`src/rtl/mem_stage.sv`:
```
// Memory-access stage with MEM/WB pipeline register; LW/SW go to data memory via req/ack.
// Optional MEM_STAGE_FWD_EN adds combinational forwarding outputs sourced from MEM/WB.
module mem_stage #(
  parameter int unsigned ADDR_W    = 16,
  parameter logic [15:0] BUBBLE_IR = 16'hF000
) (
  input  logic              clk,
  input  logic              rst,
  input  logic              in_valid,
  input  logic [15:0]       IR_in,
  input  logic [15:0]       alu_in,
  input  logic [15:0]       store_data_in,
  input  logic [15:0]       pc_in,
  input  logic [15:0]       pc2_in,
  input  logic              carry_in,
  input  logic              zero_in,
  input  logic              reg_wr_en_in,
  input  logic              flush,
  output logic              mem_stall,
  output logic              dmem_req,
  output logic              dmem_we,
  output logic [ADDR_W-1:0] dmem_addr,
  output logic [15:0]       dmem_wdata,
  input  logic              dmem_ack,
  input  logic [15:0]       dmem_rdata,
  output logic [15:0]       IR_out,
  output logic [15:0]       alu_out,
  output logic [15:0]       mem_read_val,
  output logic [15:0]       pc_out,
  output logic [15:0]       pc2_out,
  output logic              carry_out,
  output logic              zero_out,
  output logic              reg_wr_en_out
`ifdef MEM_STAGE_FWD_EN
  ,
  output logic              fwd_valid,
  output logic [2:0]        fwd_addr,
  output logic [15:0]       fwd_data
`endif
);

  typedef enum logic {IDLE, BUSY} state_t;

  localparam logic [3:0] OP_LW = 4'b0100;
  localparam logic [3:0] OP_SW = 4'b0101;

  state_t              state_q;
  logic                req_q, we_q;
  logic [ADDR_W-1:0]   addr_q;
  logic [15:0]         wdata_q;
  logic [15:0]         hir_q, halu_q, hpc_q, hpc2_q;
  logic                hcarry_q, hzero_q, hwr_q;
  logic [15:0]         ir_q, alu_q, mrv_q, pc_q, pc2_q;
  logic                carry_q, zero_q, wr_q;
  logic                is_mem, accept_mem, live;

  assign is_mem     = in_valid && (IR_in[15:12] == OP_LW || IR_in[15:12] == OP_SW);
  assign accept_mem = is_mem && !flush;
  assign live       = in_valid && !flush;
  assign mem_stall  = (state_q == IDLE) ? accept_mem : ~dmem_ack;

  always_ff @(posedge clk or posedge rst) begin
    if (rst) begin
      state_q  <= IDLE;
      req_q    <= 1'b0;
      we_q     <= 1'b0;
      addr_q   <= '0;
      wdata_q  <= '0;
      hir_q    <= '0;
      halu_q   <= '0;
      hpc_q    <= '0;
      hpc2_q   <= '0;
      hcarry_q <= 1'b0;
      hzero_q  <= 1'b0;
      hwr_q    <= 1'b0;
      ir_q     <= BUBBLE_IR;
      alu_q    <= '0;
      mrv_q    <= '0;
      pc_q     <= '0;
      pc2_q    <= '0;
      carry_q  <= 1'b0;
      zero_q   <= 1'b0;
      wr_q     <= 1'b0;
    end else begin
      // Bubble by default; the branches below override when something retires.
      ir_q    <= BUBBLE_IR;
      alu_q   <= '0;
      mrv_q   <= '0;
      pc_q    <= '0;
      pc2_q   <= '0;
      carry_q <= 1'b0;
      zero_q  <= 1'b0;
      wr_q    <= 1'b0;
      case (state_q)
        IDLE: begin
          if (accept_mem) begin
            hir_q    <= IR_in;
            halu_q   <= alu_in;
            hpc_q    <= pc_in;
            hpc2_q   <= pc2_in;
            hcarry_q <= carry_in;
            hzero_q  <= zero_in;
            hwr_q    <= reg_wr_en_in;
            req_q    <= 1'b1;
            we_q     <= (IR_in[15:12] == OP_SW);
            addr_q   <= alu_in[ADDR_W-1:0];
            wdata_q  <= store_data_in;
            state_q  <= BUSY;
          end else if (live) begin
            ir_q    <= IR_in;
            alu_q   <= alu_in;
            pc_q    <= pc_in;
            pc2_q   <= pc2_in;
            carry_q <= carry_in;
            zero_q  <= zero_in;
            wr_q    <= reg_wr_en_in;
          end
        end
        BUSY: begin
          if (dmem_ack) begin
            ir_q    <= hir_q;
            alu_q   <= halu_q;
            mrv_q   <= we_q ? 16'h0000 : dmem_rdata;
            pc_q    <= hpc_q;
            pc2_q   <= hpc2_q;
            carry_q <= hcarry_q;
            zero_q  <= hzero_q;
            wr_q    <= we_q ? 1'b0 : hwr_q;
            req_q   <= 1'b0;
            we_q    <= 1'b0;
            state_q <= IDLE;
          end
        end
        default: state_q <= IDLE;
      endcase
    end
  end

  assign dmem_req      = req_q;
  assign dmem_we       = we_q;
  assign dmem_addr     = addr_q;
  assign dmem_wdata    = wdata_q;
  assign IR_out        = ir_q;
  assign alu_out       = alu_q;
  assign mem_read_val  = mrv_q;
  assign pc_out        = pc_q;
  assign pc2_out       = pc2_q;
  assign carry_out     = carry_q;
  assign zero_out      = zero_q;
  assign reg_wr_en_out = wr_q;

`ifdef MEM_STAGE_FWD_EN
  logic [3:0] fwd_op;
  assign fwd_op = ir_q[15:12];

  always_comb begin
    fwd_valid = wr_q && (fwd_op <= 4'b0100);
    fwd_addr  = ir_q[11:9];
    if (fwd_op == 4'b0001 || fwd_op == 4'b0010) fwd_addr = ir_q[5:3];
    else if (fwd_op == 4'b0000)                 fwd_addr = ir_q[8:6];
    fwd_data = alu_q;
    if (fwd_op == OP_LW)        fwd_data = mrv_q;
    else if (fwd_op == 4'b0011) fwd_data = {7'b0, ir_q[8:0]};
  end
`endif

endmodule

```
`config.mk`:
```
export PLATFORM = sky130hd
export DESIGN_NAME = mem_stage
export DESIGN_NICKNAME = d
export VERILOG_FILES = /design/src/rtl/mem_stage.sv
export SDC_FILE = /design/constraint.sdc
export NUM_CORES = 1
export LEC_CHECK = 0
export CAP_MARGIN = 10
export CORE_MARGIN = 2
export CORE_UTILIZATION = 45
export CTS_BUF_LIST = sky130_fd_sc_hd__clkbuf_16
export CTS_CLUSTER_DIAMETER = 150
export DETAILED_ROUTE_END_ITERATION = 6
export GPL_ROUTABILITY_DRIVEN = 1
export GPL_TIMING_DRIVEN = 0
export PLACE_DENSITY_LB_ADDON = 0.25
export SYNTH_ARGS = -nofsm -noshare
export SYNTH_HDL_FRONTEND = slang
export SYNTH_SLANG_ARGS = --single-unit
```
`constraint.sdc`:
```
create_clock -name clk -period 6.7 [get_ports clk]
set_input_delay 1.005 -clock clk [delete_from_list [all_inputs] [get_ports clk]]
set_output_delay 1.005 -clock clk [all_outputs]
set_load 0.01 [all_outputs]
```
Yosys cells after proc, flatten, opt, wreduce, memory -nomap -nowiden
Index checks and enable logic that the tools add are counted.
- add/subtract/negate cells: 0
- multipliers: 0
- div/mod/pow operators: 0
- magnitude comparators: 0
- eq/ne operators: 4
- shift operators: 0
- mux-type cells: 41
- bitwise logic cells: 2
- reduce and logical (&&, ||, !) cells: 7
- operators by type and width (operator ; count):
    16-bit 2-to-1 mux ; 15
    16-bit case mux with 2 select lines ; 4
    1-bit 2-to-1 mux ; 16
    1-bit case mux with 2 select lines ; 6
    4-bit by 3-bit == test with 1-bit output (second input constant) ; 2
    2-bit inequality test (second input constant) ; 2
    2-bit AND reduction ; 2
    1-bit logical AND ; 3
    1-bit NOT ; 2
    1-bit zero test ; 1
    1-bit logical OR ; 1
- flip-flop bits (word level): 169
- bits in latches: 0
- bits in writable memories: 0
- bits in read-only memories: 0
- input port bits: 104
- logic and storage cells: 73
- memories: 0

Logic depth before layout (Yosys ltp)
Gate-level depths: netlist (run 1).
- depth after elaboration: 6
- mapped depth: 7

Worst setup path after synthesis (run 1)
No wires, ideal clock.
- path kind: input-to-output
- start: in flush
- end: out mem_stall
- arrival: 2.393 ns
- data required time: 5.695 ns
- path slack: 3.302 ns
- stages on the path: 7
- buffers on the path: 4
- path through: or3b_1 clkbuf_1 or3b_1 buf_2 buf_6 buf_6 o21ai_0
- word-level cells in the longest chain between the ends: 3
- RTL lines (what ; RTL line ; source):
    start: declaration ; 18 ; input logic flush,
    1-bit zero test ; 58 ; assign accept_mem = is_mem && !flush;
    1-bit logical AND ; 58 ;
    1-bit 2-to-1 mux ; 60 ; assign mem_stall = (state_q == IDLE) ? accept_mem : ~dmem_ack;
    end: declaration ; 19 ; output logic mem_stall,
No other way between the ends.

Worst setup path after layout (run 1)
- start: in in_valid
- end: out mem_stall
- word-level cells in the longest chain between the ends: 3
- RTL lines (what ; RTL line ; source):
    start: declaration ; 9 ; input logic in_valid,
    1-bit logical AND ; 57 ; assign is_mem = in_valid && (IR_in[15:12] == OP_LW || IR_in[15:12] == OP_SW);
    1-bit logical AND ; 58 ;
    1-bit 2-to-1 mux ; 60 ;
No other way between the ends.

==> results of run 1 <==
[sequential cells by signal (all words and copies together), names as in the netlist, 16 cells and up]
register,flops
dmem_wdata,16
hpc_q,16
halu_q,16
pc_out,16
mem_read_val,16
alu_out,16
hpc2_q,16
IR_out,16
hir_q,16
pc2_out,16
[final cells by class]
type / instances / area [um2] / share of cell area [%]
Clock inverter: 15 / 207.7 / 2.234
Clock buffer: 17 / 425.4 / 4.577
Tap cell: 176 / 220.2 / 2.369
Inverter: 3 / 18.77 / 0.2019
Multi-Input combinational cell: 179 / 1812 / 19.49
Timing Repair Buffer: 222 / 2240 / 24.09
Buffer: 25 / 137.6 / 1.481
Sequential cell: 169 / 4234 / 45.55
[cell usage in the layout (no fill, tap or decap), types with 3 or more instances in the layout]
cell type and count:
nand2_1 4, dfstp_2 4, mux2_2 46, a22o_1 63, clkinv_1 3, clkbuf_1 15, clkdlybuf4s50_1 221, mux2_4 34
and2_1 19, clkbuf_16 17, dfrtp_1 165, inv_1 4, buf_2 5, buf_6 5, bufinv_16 5
[report_power, final]
part	switching, W	leakage [nW]	internal (W)	total, W
clock	0.000383	0.312	0.000656	0.00104
sequential	0.0000768	2.18	0.00116	0.00124
combinational	0.000159	1.79	0.000307	0.000465
total	0.000619	4.29	0.00213	0.00275
[metrics by stage]
step                instance area, um2  instances  TNS (ns)
floorplan                         6195        376         0
global route                      9295        806         0
finish                            9295        806         0
global placement                  8627        773   -136.38
CTS                               9295        806         0
detailed placement                8662        774         0
[layer usage]
metal	global-route usage [%]	up-vias	wire length, um
met5	0	-	0
met4	8.693	0	378
met3	7.754	28	1316
met2	34.02	161	7149
met1	24.64	1974	5706
li1	-	1837	-
[worst paths after layout]
check	startpoint	endpoint	cells past startpoint	slack, ns
max	in_valid	mem_stall	9	2.11
min	hir_q[14]	hir_q[14]	1	0.47
max reg2reg	state_q	pc_out[8]	5	4.38
min reg2reg	hir_q[14]	hir_q[14]	1	0.47
max in group asynchronous	rst	pc2_out[6]	3	4.79
min in group asynchronous	rst	halu_q[8]	2	1.01
[cell families after synthesis]
family	Yosys count
AND/OR/NAND/NOR	30
buffers and inverters	28
AO/OA/AOI/OAI	68
multiplexers	81
flip-flops	169
==> metrics, run 1 <==
status finished, final reports clean; crit path setup slack, layout 2.114 ns; gr usage total 20.75%; Final ANT Viol Nets 0; Final Core Density 69.64%; Max-cap violations 0; Final nets 721; most common cell in the netlist dfrtp_1; die height 121.3 um; H-tree depth 4; Setup Fix Bufs, Post-CTS 0; pwr dens 295.4 mW/mm2; synthesized flop and latch total 169; adder-cell share of the synthesized area 0%; CP required 5.69 ns; layout cells sized above 1 19.52%; Remaining DRCs 0; Final Hold Slack 0.4696 ns; Std-Cell Rows 42; CP Launch Type input port; post-synthesis simple-gate area fraction 2.888%; Fillers 927; Post-Synth XOR/XNOR Area 0%; crit-path max FO 10; most used flip-flop cell after synthesis dfrtp_1; grt ovf 0; GPL Wtd Cong 0.7417; io pins 222; WL final 14550 um; relative slew slack 46.52%; Synth area leaders dfrtp_1 (67%), a22o_1 (8.9%), mux2_2 (8.4%); CP top delay family buffers and inverters; ys async rst share 100.0%; number of global-route vias before repair 4401; post-synthesis instance total 376; hold crit path type reg -> reg; clk sink count 169; CTS tree built; antenna violations before repair 0; Port Buffers 221; Peak supply drop 0.0001700 V; Seq/Total Area, Yosys 68.35%; vias per inst 4.963; wire length per cell 18.05 um; total iterations of the first detailed-routing run 4; yosys warns 0; top-area cell type share of the netlist area 66.65%; CP max-delay cell clkdlybuf4s50_1; Critical Path End Type output pin; Die X 121.3 um; Final Power 0.002746 W; Clock Path Buffers 2; pin count of the biggest net entering global routing 122; most frequent cells after synthesis dfrtp_1 (165), a22o_1 (63), mux2_2 (46); first-pass GRT wire length 23030 um; pre-CTS WS 2.095 ns; syn_nets 480; initial core utilization 46.41%; largest family of logic cells by synthesized area multiplexers; Distinct cells, synth 21; Crit path largest cell delay 0.63 ns; post-cts sizing count 0; core area 0.01335 mm2; post-synthesis mux area share 16.76%; Worst-Skew Late Latency 0.42 ns; total vias in the final route 4000; Area growth syn-to-layout 50.05%; Critical Setup Path Class in -> out; crit path DAT 3.58 ns; crit-path cells clkdlybuf4s50_1 > or3b_1 > clkbuf_1 > or3b_1 > buf_2 > buf_6 > buf_6 > o21ai_0 > clkdlybuf4s50_1; die footprint 0.01472 mm2; synthesized area per cell 16.48 um2; clk root buf clkbuf_16; Pleak 4.287 nW; clock slew at reported path FFs 0.06 ns; clock skew 0.007675 ns; Tcrit/Tclk final 68.45%; Slew Limit Fails 0; Final min period 4.586 ns; final hold vios 0; Synth Area in Compound Gates 9.594%; EDFF count, synth 0; crit path buf inv count 6; fmax 218.0 MHz; TritonCTS Buffers 17; Final setup viols 0; synthesized area 0.006195 mm2; Antenna diodes 0; Post-DP HPWL 10280 um; worst-margin pin slew 0.7993 ns; unrepaired setup endpoints after global routing no; Iteration-0 DRC Markers 166; post-synth top area cell dfrtp_1; hold_buf cts 0
Power figures use the tool's default switching activity.
==> inputs of run 2 (changes only) <==
==> constraint.sdc (replaced) <==
create_clock -name clk -period 4.7 [get_ports clk]
set_input_delay 0.705 -clock clk [delete_from_list [all_inputs] [get_ports clk]]
set_output_delay 0.705 -clock clk [all_outputs]
set_load 0.01 [all_outputs]
==> run 2 against run 1 <==
Final cell count up 0.25%. Largest power group unchanged. Sequential power grew 43%. Flip-flop and latch count stayed put. Combinational power is 43% higher. First-iteration DRC count down 11%. Die area stayed put. Register-to-register slack worse by 2.1 ns. Critical path depth did not move. Setup slack got worse by 1.3 ns. Global-route usage fell by 0.53 points. Core utilization shrank 0.30 points.
==> metrics, run 2 (synthesis gave the netlist of run 1 again) <==
status finished, final reports clean; Final Core Density 69.34%; initial core utilization 46.41%; GPL Wtd Cong 0.7554; layout cells sized above 1 19.46%; Critical Setup Path Class in -> out; Worst-Skew Late Latency 0.41 ns; Sequential cell area 0.004234 mm2; R2R setup slack 2.31 ns; CP max-delay cell clkdlybuf4s50_1; total iterations of the first detailed-routing run 4; Peak supply drop 0.0002179 V; pre-CTS WS 0.7534 ns; Area growth syn-to-layout 49.40%; Critical Path End Type output pin; number of global-route vias before repair 4258; Final setup viols 0; fmax 254.1 MHz; pwr dens 402.9 mW/mm2; CP top delay family buffers and inverters; Final Power 0.003729 W; Final min period 3.935 ns; clk root buf clkbuf_16; wire length per cell 17.83 um; Max-cap violations 0; die footprint 0.01472 mm2; hold crit path type reg -> reg; Pleak 4.266 nW; Fillers 942; clock slew at reported path FFs 0.06 ns; pin count of the biggest net entering global routing 44; Die X 121.3 um; Setup Fix Bufs, Post-CTS 0; Setup TNS Final 0 ns; Std-Cell Rows 42; Antenna diodes 0; crit path setup slack, layout 0.7652 ns; first-pass GRT wire length 22380 um; core area 0.01335 mm2; Crit path largest cell delay 0.61 ns; Clock Path Buffers 2; CP Launch Type input port; Tcrit/Tclk final 83.72%; commonest non-fill, non-tap cell in the layout clkdlybuf4s50_1; crit path DAT 3.23 ns; Slew Limit Fails 0; WL final 14410 um; worst-margin pin slew 0.9462 ns; relative slew slack 36.68%; clock skew 0.007424 ns; total vias in the final route 4063; antenna violations before repair 0; CTS tree built; Multi-input gate area 0.001812 mm2; H-tree depth 4; Remaining DRCs 0; hold_buf cts 0; Port Buffers 221; Final ANT Viol Nets 0; post-cts sizing count 0; gr usage total 20.22%; TritonCTS Buffers 17; crit-path max FO 10; vias per inst 5.028; Final Hold Slack 0.4740 ns; die height 121.3 um; crit-path cells clkdlybuf4s50_1 > or3b_1 > clkbuf_1 > or3b_1 > buf_2 > buf_6 > buf_6 > o21ai_0 > clkdlybuf4s50_1; grt ovf 0; Iteration-0 DRC Markers 148; Final nets 724; clk sink count 169; Post-DP HPWL 10300 um; CP required 3.99 ns; io pins 222; unrepaired setup endpoints after global routing no; final hold vios 0; crit path buf inv count 6; most frequent cells in the layout clkdlybuf4s50_1 (221), dfrtp_1 (165), a22o_1 (63)
-- run 2: final timing paths --
check                               start         endpoint  cells after the start
worst min-delay path            hir_q[14]        hir_q[14]                      1
worst min register to register  hir_q[14]        hir_q[14]                      1
worst max register to register    state_q        pc_out[4]                      5
worst max-delay path             in_valid        mem_stall                      9
max in group asynchronous             rst        pc_out[5]                      4
min in group asynchronous             rst  mem_read_val[3]                      2
-- run 2: metal layers --
| metal | track usage (%) | routed length, um | vias up |
|---|---|---|---|
| met4 | 9.195 | 344 | 0 |
| met1 | 23.79 | 5741 | 2026 |
| met5 | 0 | 0 | - |
| met3 | 7.096 | 1218 | 31 |
| li1 | - | - | 1840 |
| met2 | 33.39 | 7105 | 166 |
-- run 2: final cells by class --
type                    instances  share of cell area, %
flip-flops and latches        169                  45.75
repair buffers                225                  24.77
clock inverters                14                  1.284
clock buffers                  17                  4.596
well taps                     176                  2.379
inverters                       3                 0.1622
multi-input cells             179                  19.58
plain buffers                  25                  1.487
-- run 2: where the power goes --
| part | switching [W] | internal [W] | leakage, nW |
|---|---|---|---|
| Sequential | 0.000113 | 0.00166 | 2.18 |
| Clock | 0.000531 | 0.000763 | 0.272 |
| Combinational | 0.000222 | 0.000441 | 1.81 |
| Total | 0.000865 | 0.00286 | 4.27 |
-- run 2: stage by stage --
stage	instance area [um2]	std cells
after floorplan	6198	376
after global placement	8631	773
after detailed placement	8711	777
after CTS	9255	808
after global routing	9255	808
final	9255	808
